$ cat src/rtl/decoder3_8_seq.sv
// Registered 3-to-8 decoder with a valid/ready code input and a walking-one scan
// sequencer that replays every one-hot pattern for encoder self-check.
module decoder3_8_seq #(
  parameter int unsigned HOLD_CYCLES = 4
) (
  input  logic       clk,
  input  logic       rst,
  input  logic       en,
  input  logic [2:0] a,
  input  logic       a_valid,
  output logic       a_ready,
  input  logic       start,
  output logic [7:0] y,
  output logic       y_valid,
  output logic       busy,
  output logic       done
);

  localparam int unsigned HW = $clog2(HOLD_CYCLES + 1);

  typedef enum logic {
    IDLE = 1'b0,
    SCAN = 1'b1
  } state_t;

  state_t        state, state_nx;
  logic [2:0]    idx, idx_nx;
  logic [HW-1:0] hcnt, hcnt_nx;
  logic [7:0]    y_nx;
  logic          y_valid_nx;
  logic          done_nx;

  // State and output registers
  always_ff @(posedge clk or posedge rst) begin
    if (rst) begin
      state   <= IDLE;
      idx     <= 3'd0;
      hcnt    <= HW'(0);
      y       <= 8'h00;
      y_valid <= 1'b0;
      done    <= 1'b0;
    end else begin
      state   <= state_nx;
      idx     <= idx_nx;
      hcnt    <= hcnt_nx;
      y       <= y_nx;
      y_valid <= y_valid_nx;
      done    <= done_nx;
    end
  end

  // Next-state and next-output logic; start wins over a simultaneous code
  always_comb begin
    state_nx   = state;
    idx_nx     = idx;
    hcnt_nx    = hcnt;
    y_nx       = y;
    y_valid_nx = 1'b0;
    done_nx    = 1'b0;
    case (state)
      IDLE: begin
        if (start) begin
          state_nx   = SCAN;
          idx_nx     = 3'd0;
          hcnt_nx    = HW'(1);
          y_nx       = 8'h01;
          y_valid_nx = 1'b1;
        end else if (a_valid) begin
          y_nx       = en ? (8'h01 << a) : 8'h00;
          y_valid_nx = 1'b1;
        end
      end
      SCAN: begin
        if (hcnt < HW'(HOLD_CYCLES)) begin
          hcnt_nx = hcnt + HW'(1);
        end else if (idx != 3'd7) begin
          idx_nx     = idx + 3'd1;
          y_nx       = {y[6:0], 1'b0};
          hcnt_nx    = HW'(1);
          y_valid_nx = 1'b1;
        end else begin
          state_nx = IDLE;
          idx_nx   = 3'd0;
          hcnt_nx  = HW'(0);
          y_nx     = 8'h00;
          done_nx  = 1'b1;
        end
      end
    endcase
  end

  assign busy    = (state == SCAN);
  assign a_ready = !busy && !rst;

endmodule

$ cat config.mk
export PLATFORM = sky130hd
export DESIGN_NAME = decoder3_8_seq
export DESIGN_NICKNAME = d
export VERILOG_FILES = /design/src/rtl/decoder3_8_seq.sv
export SDC_FILE = /design/constraint.sdc
export NUM_CORES = 1
export LEC_CHECK = 0
export BUFFER_PORTS_ARGS = -buffer_cell sky130_fd_sc_hd__buf_2
export CAP_MARGIN = 10
export CORE_MARGIN = 2
export CORE_UTILIZATION = 55
export DETAILED_ROUTE_END_ITERATION = 16
export GPL_TIMING_DRIVEN = 0
export MAX_ROUTING_LAYER = met4
export PLACE_DENSITY = 0.82
export SYNTH_ARGS = -nofsm -noshare
export SYNTH_HDL_FRONTEND = slang
export SYNTH_SLANG_ARGS = --single-unit
export TNS_END_PERCENT = 50
$ cat constraint.sdc
create_clock -name clk -period 2.9 [get_ports clk]
set_input_delay 0.435 -clock clk [delete_from_list [all_inputs] [get_ports clk]]
set_output_delay 0.435 -clock clk [all_outputs]
set_load 0.005 [all_outputs]
==> results of run 1 <==
==> state kept, by name, summed over array words and instances (netlist names) <==
name	flops
done	1
y	8
hcnt	3
idx	3
busy	1
y_valid	1
==> metal layers <==
layer	up-vias	routed length, um
met4	0	29
met5	-	0
met1	303	745
met3	4	74
li1	313	-
met2	19	842
==> layout make-up <==
cell class	instances	area (um^2)
buffer	3	15.0
timing repair buffer	19	95.1
fill	109	488
clock buffer	4	26.3
inverter	3	11.3
multi-input combinational	49	425
sequential	17	425
tap	16	20.0
==> cell usage after synthesis (all sizes together) <==
master	instances
dfrtp	17
mux2	10
a22o	7
nor2	5
ha	4
nor2b	4
a32o	3
inv	3
o21ai	3
a21oi	2
buf	2
nand2b	2
nor3	2
a41oi	1
and3	1
clkbuf	1
mux2i	1
nand2	1
nand3	1
nor4b	1
nor4bb	1
==> power breakdown <==
part / switching, uW / internal [uW] / total (uW)
Clock: 71.0 / 53.5 / 124
Sequential: 67.0 / 338 / 405
Combinational: 192 / 247 / 438
==> cell families after synthesis <==
kind of cell,share of synthesized area (%)
compound gates,14.3
fa+ha+maj,5.71
buf+inv,3.00
flops,48.5
mux,14.0
simple gates,14.5
==> worst register-to-register path: cells and delay by family, from the launching register on <==
kind / cells / cell delay [ps]
adder cells (fa/ha/maj): 2 / 390
AND/OR/NAND/NOR: 1 / 50
AO/OA/AOI/OAI: 1 / 250
multiplexers: 1 / 270
flip-flops: 1 / 390
buffers and inverters: 1 / 150
==> worst max path at each step <==
| stage | end | slack [ps] | cells past startpoint |
|---|---|---|---|
| finish | a_ready | 1190 | 3 |
| global route | a_ready | 1090 | 3 |
| CTS | a_ready | 1180 | 3 |
| detailed placement | y[4] | 1300 | 6 |
| global placement | y[4] | 1350 | 6 |
| floorplan | y[4] | 1460 | 6 |
==> through the flow <==
stage | instances | setup slack, ps | util, % | area, um^2 | power, uW
after global placement | 107 | 1350 | 65.9 | 992 | 819
final | 111 | 1190 | 67.6 | 1020 | 968
after CTS | 111 | 1180 | 67.6 | 1020 | 978
after floorplan | 72 | 1460 | - | 877 | 710
after detailed placement | 107 | 1300 | 65.9 | 992 | 849
after global routing | 111 | 1090 | 67.6 | 1020 | 1050
==> metrics.csv, run 1 <==
metric,value,unit
status,finished clean,
totalWireLength,1690,um
rows,14,
dr.pass1.iters,4,
leakage,0.000529,uW
synth_nets,84,
rsz0062_at_grt,no,
fin_worst_skew,4.45,ps
syn_to_final_growth,16.1,%
slowest_delay,510,ps
gp_congestion,0.789,
grt.total_usage,22.4,%
critPathSlowestCell,dfrtp_1,
post-cts-setup-buffers,0,
top_usage_layer,met2,
grt_pass1_vias,669,
drcViolationCount,0,
final_common_cell,buf_2,
worstMarginPinSlew,629,ps
min_period,1710,ps
finalSetupViolations,0,
clk_pin_slew,90,ps
clock_sinks,17,
regToRegEndpoint,y[4],
synth_cell_types,24,
die_y,43.9,um
num_antenna_cells,0,
ant_nets,0,
hold_viol,0,
arrival,1280,ps
cts_resized,0,
io_pins,20,
r2r_start,idx[0],
ys_warn_count,0,
ff2ff_path_depth,6,
path_max_fanout,10,
cap_violations,0,
critPathCaptureType,output pin,
maxSlewHeadroom,58.0,%
synth_area_leaders,"dfrtp_1 (49%), mux2_2 (13%), a22o_1 (7.0%)",
overflow,0,
numCtsBuffers,3,
ys_ff_latch,17,
tns,0,ps
synth.avg_cell_area,12.2,um^2
required,2470,ps
synth_top_area_cell,dfrtp_1,
ys_seq_area_share,48.5,%
grt_max_degree,18,
drt-initial-drc-count,15,
hold_path.class,input port to asynchronous set/reset pin,
final_cell_mix,"buf_2 (21), dfrtp_1 (17), mux2_2 (10), a22o_1 (7)",
grt_pass1_wl,3040,um
p_per_area,951,mW/mm^2
peakVddDrop,476,uV
fp.dieW,43.9,um
viasPerCell,5.76,
root_buffer,clkbuf_4,
clk_latency,290,ps
syn_area,877,um^2
die-area,0.00193,mm^2
clock_path_buffers,2,
tritoncts,yes,
crit_path_frequent_cell,buf_2,
drive_gt1_share,42.1,%
antenna_found_initial,0,
path_class,register to output pin,
core_area,0.00151,mm^2
min_period_over_period,59.1,%
crit_buf_inv,2,
fmax,583,MHz
holdWs,223,ps
numPortBuffers,19,
yosysTopAreaCellShare,48.5,%
met3_usage,3.75,%
vias,639,
wl_per_cell,15.2,um
slew_viol_final,0,
crit_start,busy,
worstPathCellList,buf_2 > nor2_1 > buf_2,
htreeDepth,1,
crit_family,flip-flops,
cp-start-kind,register,
fin_nets,108,
reg2reg_slack,1280,ps
grt_use_met1,28.1,%
holdBufCountCts,0,
start_util,58.2,%
grtUsageMet2,35.0,%
synth_cells,72,
Power figures use the tool's default switching activity.
==> inputs of run 2 (changes only) <==
Settings changed: ABC_AREA from default to 1, CORE_UTILIZATION 55 to 47, PLACE_DENSITY 0.82 to 0.74.
Clock period 2.9 ns to 1.41 ns, I/O delays scaled along.
==> metrics.csv, run 2 <==
metric,value,unit
status,finished clean,
leakage,0.000627,uW
synthFlopType,dfrtp_1,
fp.dieW,48.1,um
tritoncts,yes,
drive_gt1_share,26.8,%
numCtsBuffers,3,
min_period,1370,ps
viasPerCell,4.74,
clockPowerShare,14.7,%
synth_area_leaders,"dfrtp_1 (47%), nand2_1 (18%), ha_1 (5.5%)",
clk_pin_slew,100,ps
slew_viol_final,0,
drt-initial-drc-count,9,
setup_ws,41.8,ps
p_comb_share,40.1,%
gp_congestion,0.882,
synth_commonest_cells,"nand2_1 (45), dfrtp_1 (17), nor2_1 (13)",
cp-start-kind,register,
ys_ff_latch,17,
synth_most_common_cell,nand2_1,
path_max_fanout,8,
async_flop_share,100,%
rsz0062_at_grt,no,
vias,773,
rows,15,
final_cell_mix,"nand2_1 (44), buf_2 (19), dfrtp_1 (17), nor2_1 (13), inv_1 (10)",
required,1640,ps
path_class,register to register,
clock_sinks,17,
synth-compound-area-share,5.20,%
crit_family,flip-flops,
min_period_over_period,97.0,%
ys_seq_area_share,46.5,%
peakVddDrop,884,uV
dr.pass1.iters,4,
synth_nets,127,
p_sw_share,38.2,%
hold_path.class,input port to asynchronous set/reset pin,
overflow,0,
ant_nets,0,
totalWireLength,1850,um
finalSetupViolations,0,
htreeDepth,1,
root_buffer,clkbuf_4,
antenna_found_initial,0,
clock_path_buffers,2,
io_pins,20,
grt_pass1_wl,2960,um
finalPower,1800,uW
arrival,1600,ps
internal_power,1110,uW
synthAdderAreaFrac,5.47,%
synth_cells,115,
ys_warn_count,0,
cap_violations,0,
top_regs,"y: 8 flops, hcnt: 3 flops, idx: 3 flops",
num_antenna_cells,0,
synth_top_family_by_area,simple AND/OR/NAND/NOR gates,
grt_max_degree,18,
post-place-ws,-28.4,ps
fmax,731,MHz
synth_edf_count,0,
p_switching,688,uW
synthSimpleGateAreaFrac,37.1,%
critPathCaptureType,register,
power.share.sequential,45.2,%
p_per_area,1630,mW/mm^2
yosysTopAreaCellShare,46.5,%
regMostFlops,y,
crit_buf_inv,0,
post-cts-setup-buffers,0,
largest_reg_flops,8,
worstMarginPinSlew,684,ps
syn_to_final_growth,20.7,%
worstPathCellList,ha_4 > ha_4 > nor2_4 > nand2_1 > o21ai_1,
die_y,48.1,um
die-area,0.00232,mm^2
synthXorXnorAreaFrac,0,%
grt_pass1_vias,682,
crit_path_frequent_cell,ha_4,
grt.total_usage,19.7,%
critPathSlowestCell,dfrtp_1,
synth_cell_types,19,
hold_viol,0,
wl_per_cell,11.4,um
syn_area,915,um^2
hpwl,1280,um
fin_worst_skew,4.77,ps
synth_top_area_cell,dfrtp_1,
n_fill_cell,159,
clk_latency,300,ps
core_area,0.00178,mm^2
maxSlewHeadroom,54.3,%
slowest_delay,430,ps
synth.avg_cell_area,7.95,um^2
drcViolationCount,0,
synthMuxAreaShare,0,%
final_common_cell,nand2_1,
fin_nets,151,
start_util,51.3,%
numPortBuffers,19,
run 2: path summary, 6_finish.rpt:
kind,slack [ps],endpoint,from,cells past startpoint
max in group asynchronous,960,y[7],rst,2
min,9,hcnt[1],rst,2
min in group clk,200,y_valid,a_valid,3
max,40,idx[0],idx[0],5
min reg2reg,480,y[7],y[7],2
max reg2reg,40,idx[0],idx[0],5
run 2: cell families (layout without fill, tap and decap cells):
group	Yosys count	count (layout)
buf+inv	12	35
fa+ha+maj	4	4
simple gates	75	75
flops	17	17
compound gates	7	7
run 2: area by class of cell:
cell class              instances  area, um^2  area share (%)
multi-input cells              86         473            42.9
flip-flops and latches         17         425            38.5
repair buffers                 19        95.1            8.62
inverters                      12        52.6            4.76
well taps                      25        31.3            2.83
clock buffers                   4        26.3            2.38
run 2: worst reg2reg max path, stage by stage (launching register included):
cell	delay (ps)
dfrtp_1	430
ha_4	190
ha_4	160
nor2_4	230
nand2_1	150
o21ai_1	150
run 2: power groups by stage:
stage / combinational, uW / clock (uW) / sequential, uW
2_1_floorplan: 465 / 0 / 795
3_3_place_gp: 671 / 0 / 791
3_5_place_dp: 687 / 0 / 804
4_1_cts: 698 / 275 / 792
5_1_grt: 834 / 300 / 838
6_report: 721 / 264 / 812
run 2: what timing repair did:
action | in CTS | in global routing
hold buffers | 0 | 0
resized for setup | 1 | 7
pin swaps | 1 | 3
endpoints found under the setup margin | 7 | 8
run 2: metrics by stage:
step           std cells  util, %  hold slack, ps  setup TNS, ps  instance area [um^2]
2_1_floorplan        115        -             138              0                   915
3_3_place_gp         159     58.4             340              0                  1040
3_5_place_dp         159     58.4             355          -34.3                  1040
4_1_cts              163     60.0            24.1              0                  1070
5_1_grt              163     61.9            55.8              0                  1100
6_report             163     61.9            9.43              0                  1100
run 2: routing by layer:
layer  GRT usage [%]  part of all wire (%)
met4            9.73                   2.4
met1            27.9                    52
met5               -                     0
met3            4.44                   3.2
met2            26.4                    43
==> inputs of run 3 (changes only) <==
Settings changed: CORE_UTILIZATION 47 to 52, PLACE_DENSITY 0.74 to 0.78, SKIP_CTS_REPAIR_TIMING from default to 1.
Clock period 1.41 ns to 1.5 ns, I/O delays scaled along.
==> metrics.csv, run 3 (synthesis gave the netlist of run 2 again) <==
metric,value,unit
worstPathCellList,ha_1 > ha_1 > nor2_4 > nand2_1 > o21ai_1,
die_y,45.9,um
min_period,1420,ps
cp-start-kind,register,
slew_viol_final,0,
required,1720,ps
cap_violations,0,
top_regs,"y: 8 flops, hcnt: 3 flops, idx: 3 flops",
status,finished clean,
numPortBuffers,19,
fmax,702,MHz
fp.dieW,45.9,um
clock_sinks,17,
start_util,54.1,%
final_common_cell,nand2_1,
grt_pass1_vias,708,
largest_reg_flops,8,
clock_path_buffers,2,
numCtsBuffers,3,
hold_path.class,input port to asynchronous set/reset pin,
rows,15,
worstMarginPinSlew,630,ps
regToRegEndpoint,idx[0],
drcViolationCount,0,
grt_pass1_wl,2900,um
drive_gt1_share,24.6,%
crit_path_frequent_cell,ha_1,
clk_latency,290,ps
tritoncts,yes,
hpwl,1390,um
syn_to_final_growth,15.7,%
critPathCaptureType,register,
totalWireLength,1780,um
p_per_area,1540,mW/mm^2
arrival,1640,ps
final_cell_mix,"nand2_1 (45), buf_2 (19), dfrtp_1 (17), nor2_1 (13), inv_1 (10)",
maxSlewHeadroom,57.9,%
drt-initial-drc-count,20,
clk_pin_slew,100,ps
ant_nets,0,
grt.total_usage,19.7,%
dp.cells,151,
path_max_fanout,8,
final_area,0.00106,mm^2
vias,779,
peakVddDrop,855,uV
ff2ff_path_depth,5,
regMostFlops,y,
placed_cell_area,0.00103,mm^2
fin_cells,155,
dr.pass1.iters,4,
htreeDepth,1,
path_class,register to register,
finalPower,1630,uW
root_buffer,clkbuf_4,
antenna_found_initial,0,
cp-endpoint,idx[0],
io_pins,20,
crit_start,idx[0],
finalSetupViolations,0,
leakage,0.000630,uW
core_area,0.00169,mm^2
slowest_delay,410,ps
r2r_start,idx[0],
die-area,0.00211,mm^2
min_period_over_period,95.0,%
fin_worst_skew,10.0,ps
rsz0062_at_grt,no,
num_antenna_cells,0,
wl_per_cell,11.5,um
reg2reg_slack,80,ps
fin_util,62.7,%
critPathSlowestCell,dfrtp_1,
tns,0,ps
overflow,0,
gp_congestion,0.866,
grt_max_degree,18,
fin_nets,151,
hold_viol,0,
viasPerCell,5.03,
[run 3: changes by cell type in the layout (fill, tap and decap cells not counted)]
cell / change
nand2_1: +1
nor2_2: +1
clkinv_2: +1
nor2_4: -1
ha_1: +2
ha_4: -2
o21ai_0: +1
o21ai_2: -1
nand2_2: -1
clkbuf_1: -1
[run 3: final cells by class]
cell class | instances | area [um^2]
fill | 150 | 631
multi-input combinational | 86 | 437
sequential | 17 | 425
timing repair buffer | 19 | 95.1
inverter | 12 | 52.6
clock buffer | 3 | 22.5
tap | 17 | 21.3
clock inverter | 1 | 5.00
[run 3: critical path, delay by kind of cell (launching register included)]
| family | cells | cell delay [ps] |
|---|---|---|
| compound gates | 1 | 150 |
| fa+ha+maj | 2 | 460 |
| flops | 1 | 410 |
| simple gates | 2 | 330 |
[run 3: through the flow]
| stage | hold slack, ps | setup slack [ps] |
|---|---|---|
| global placement | 348 | 98.4 |
| global route | 69.1 | 11.7 |
| finish | 8.87 | 75.2 |
| detailed placement | 349 | 94.0 |
| floorplan | 151 | 236 |
| CTS | 27.5 | 57.0 |
[run 3: how the worst min path moves through the flow]
stage	start	to	slack, ps
2_1_floorplan	rst	busy	150
3_3_place_gp	rst	hcnt[1]	350
3_5_place_dp	rst	done	350
4_1_cts	rst	y[0]	30
5_1_grt	rst	y[3]	70
6_report	rst	y[3]	9
[run 3: where the power goes]
group	total (uW)	leakage, uW	switching (uW)	internal (uW)
Sequential	742	0.000216	115	627
Combinational	648	0.000397	359	289
Clock	237	0.0000177	138	99.0
Total	1630	0.000630	613	1020
[run 3: per-layer routing]
layer | global-route usage, % | up-vias | share of wire [%]
met5 | - | - | 0
met4 | 6.86 | 0 | 1.2
met3 | 2.38 | 4 | 4.4
met2 | 31.7 | 24 | 49
met1 | 25.4 | 347 | 45
li1 | - | 404 | -
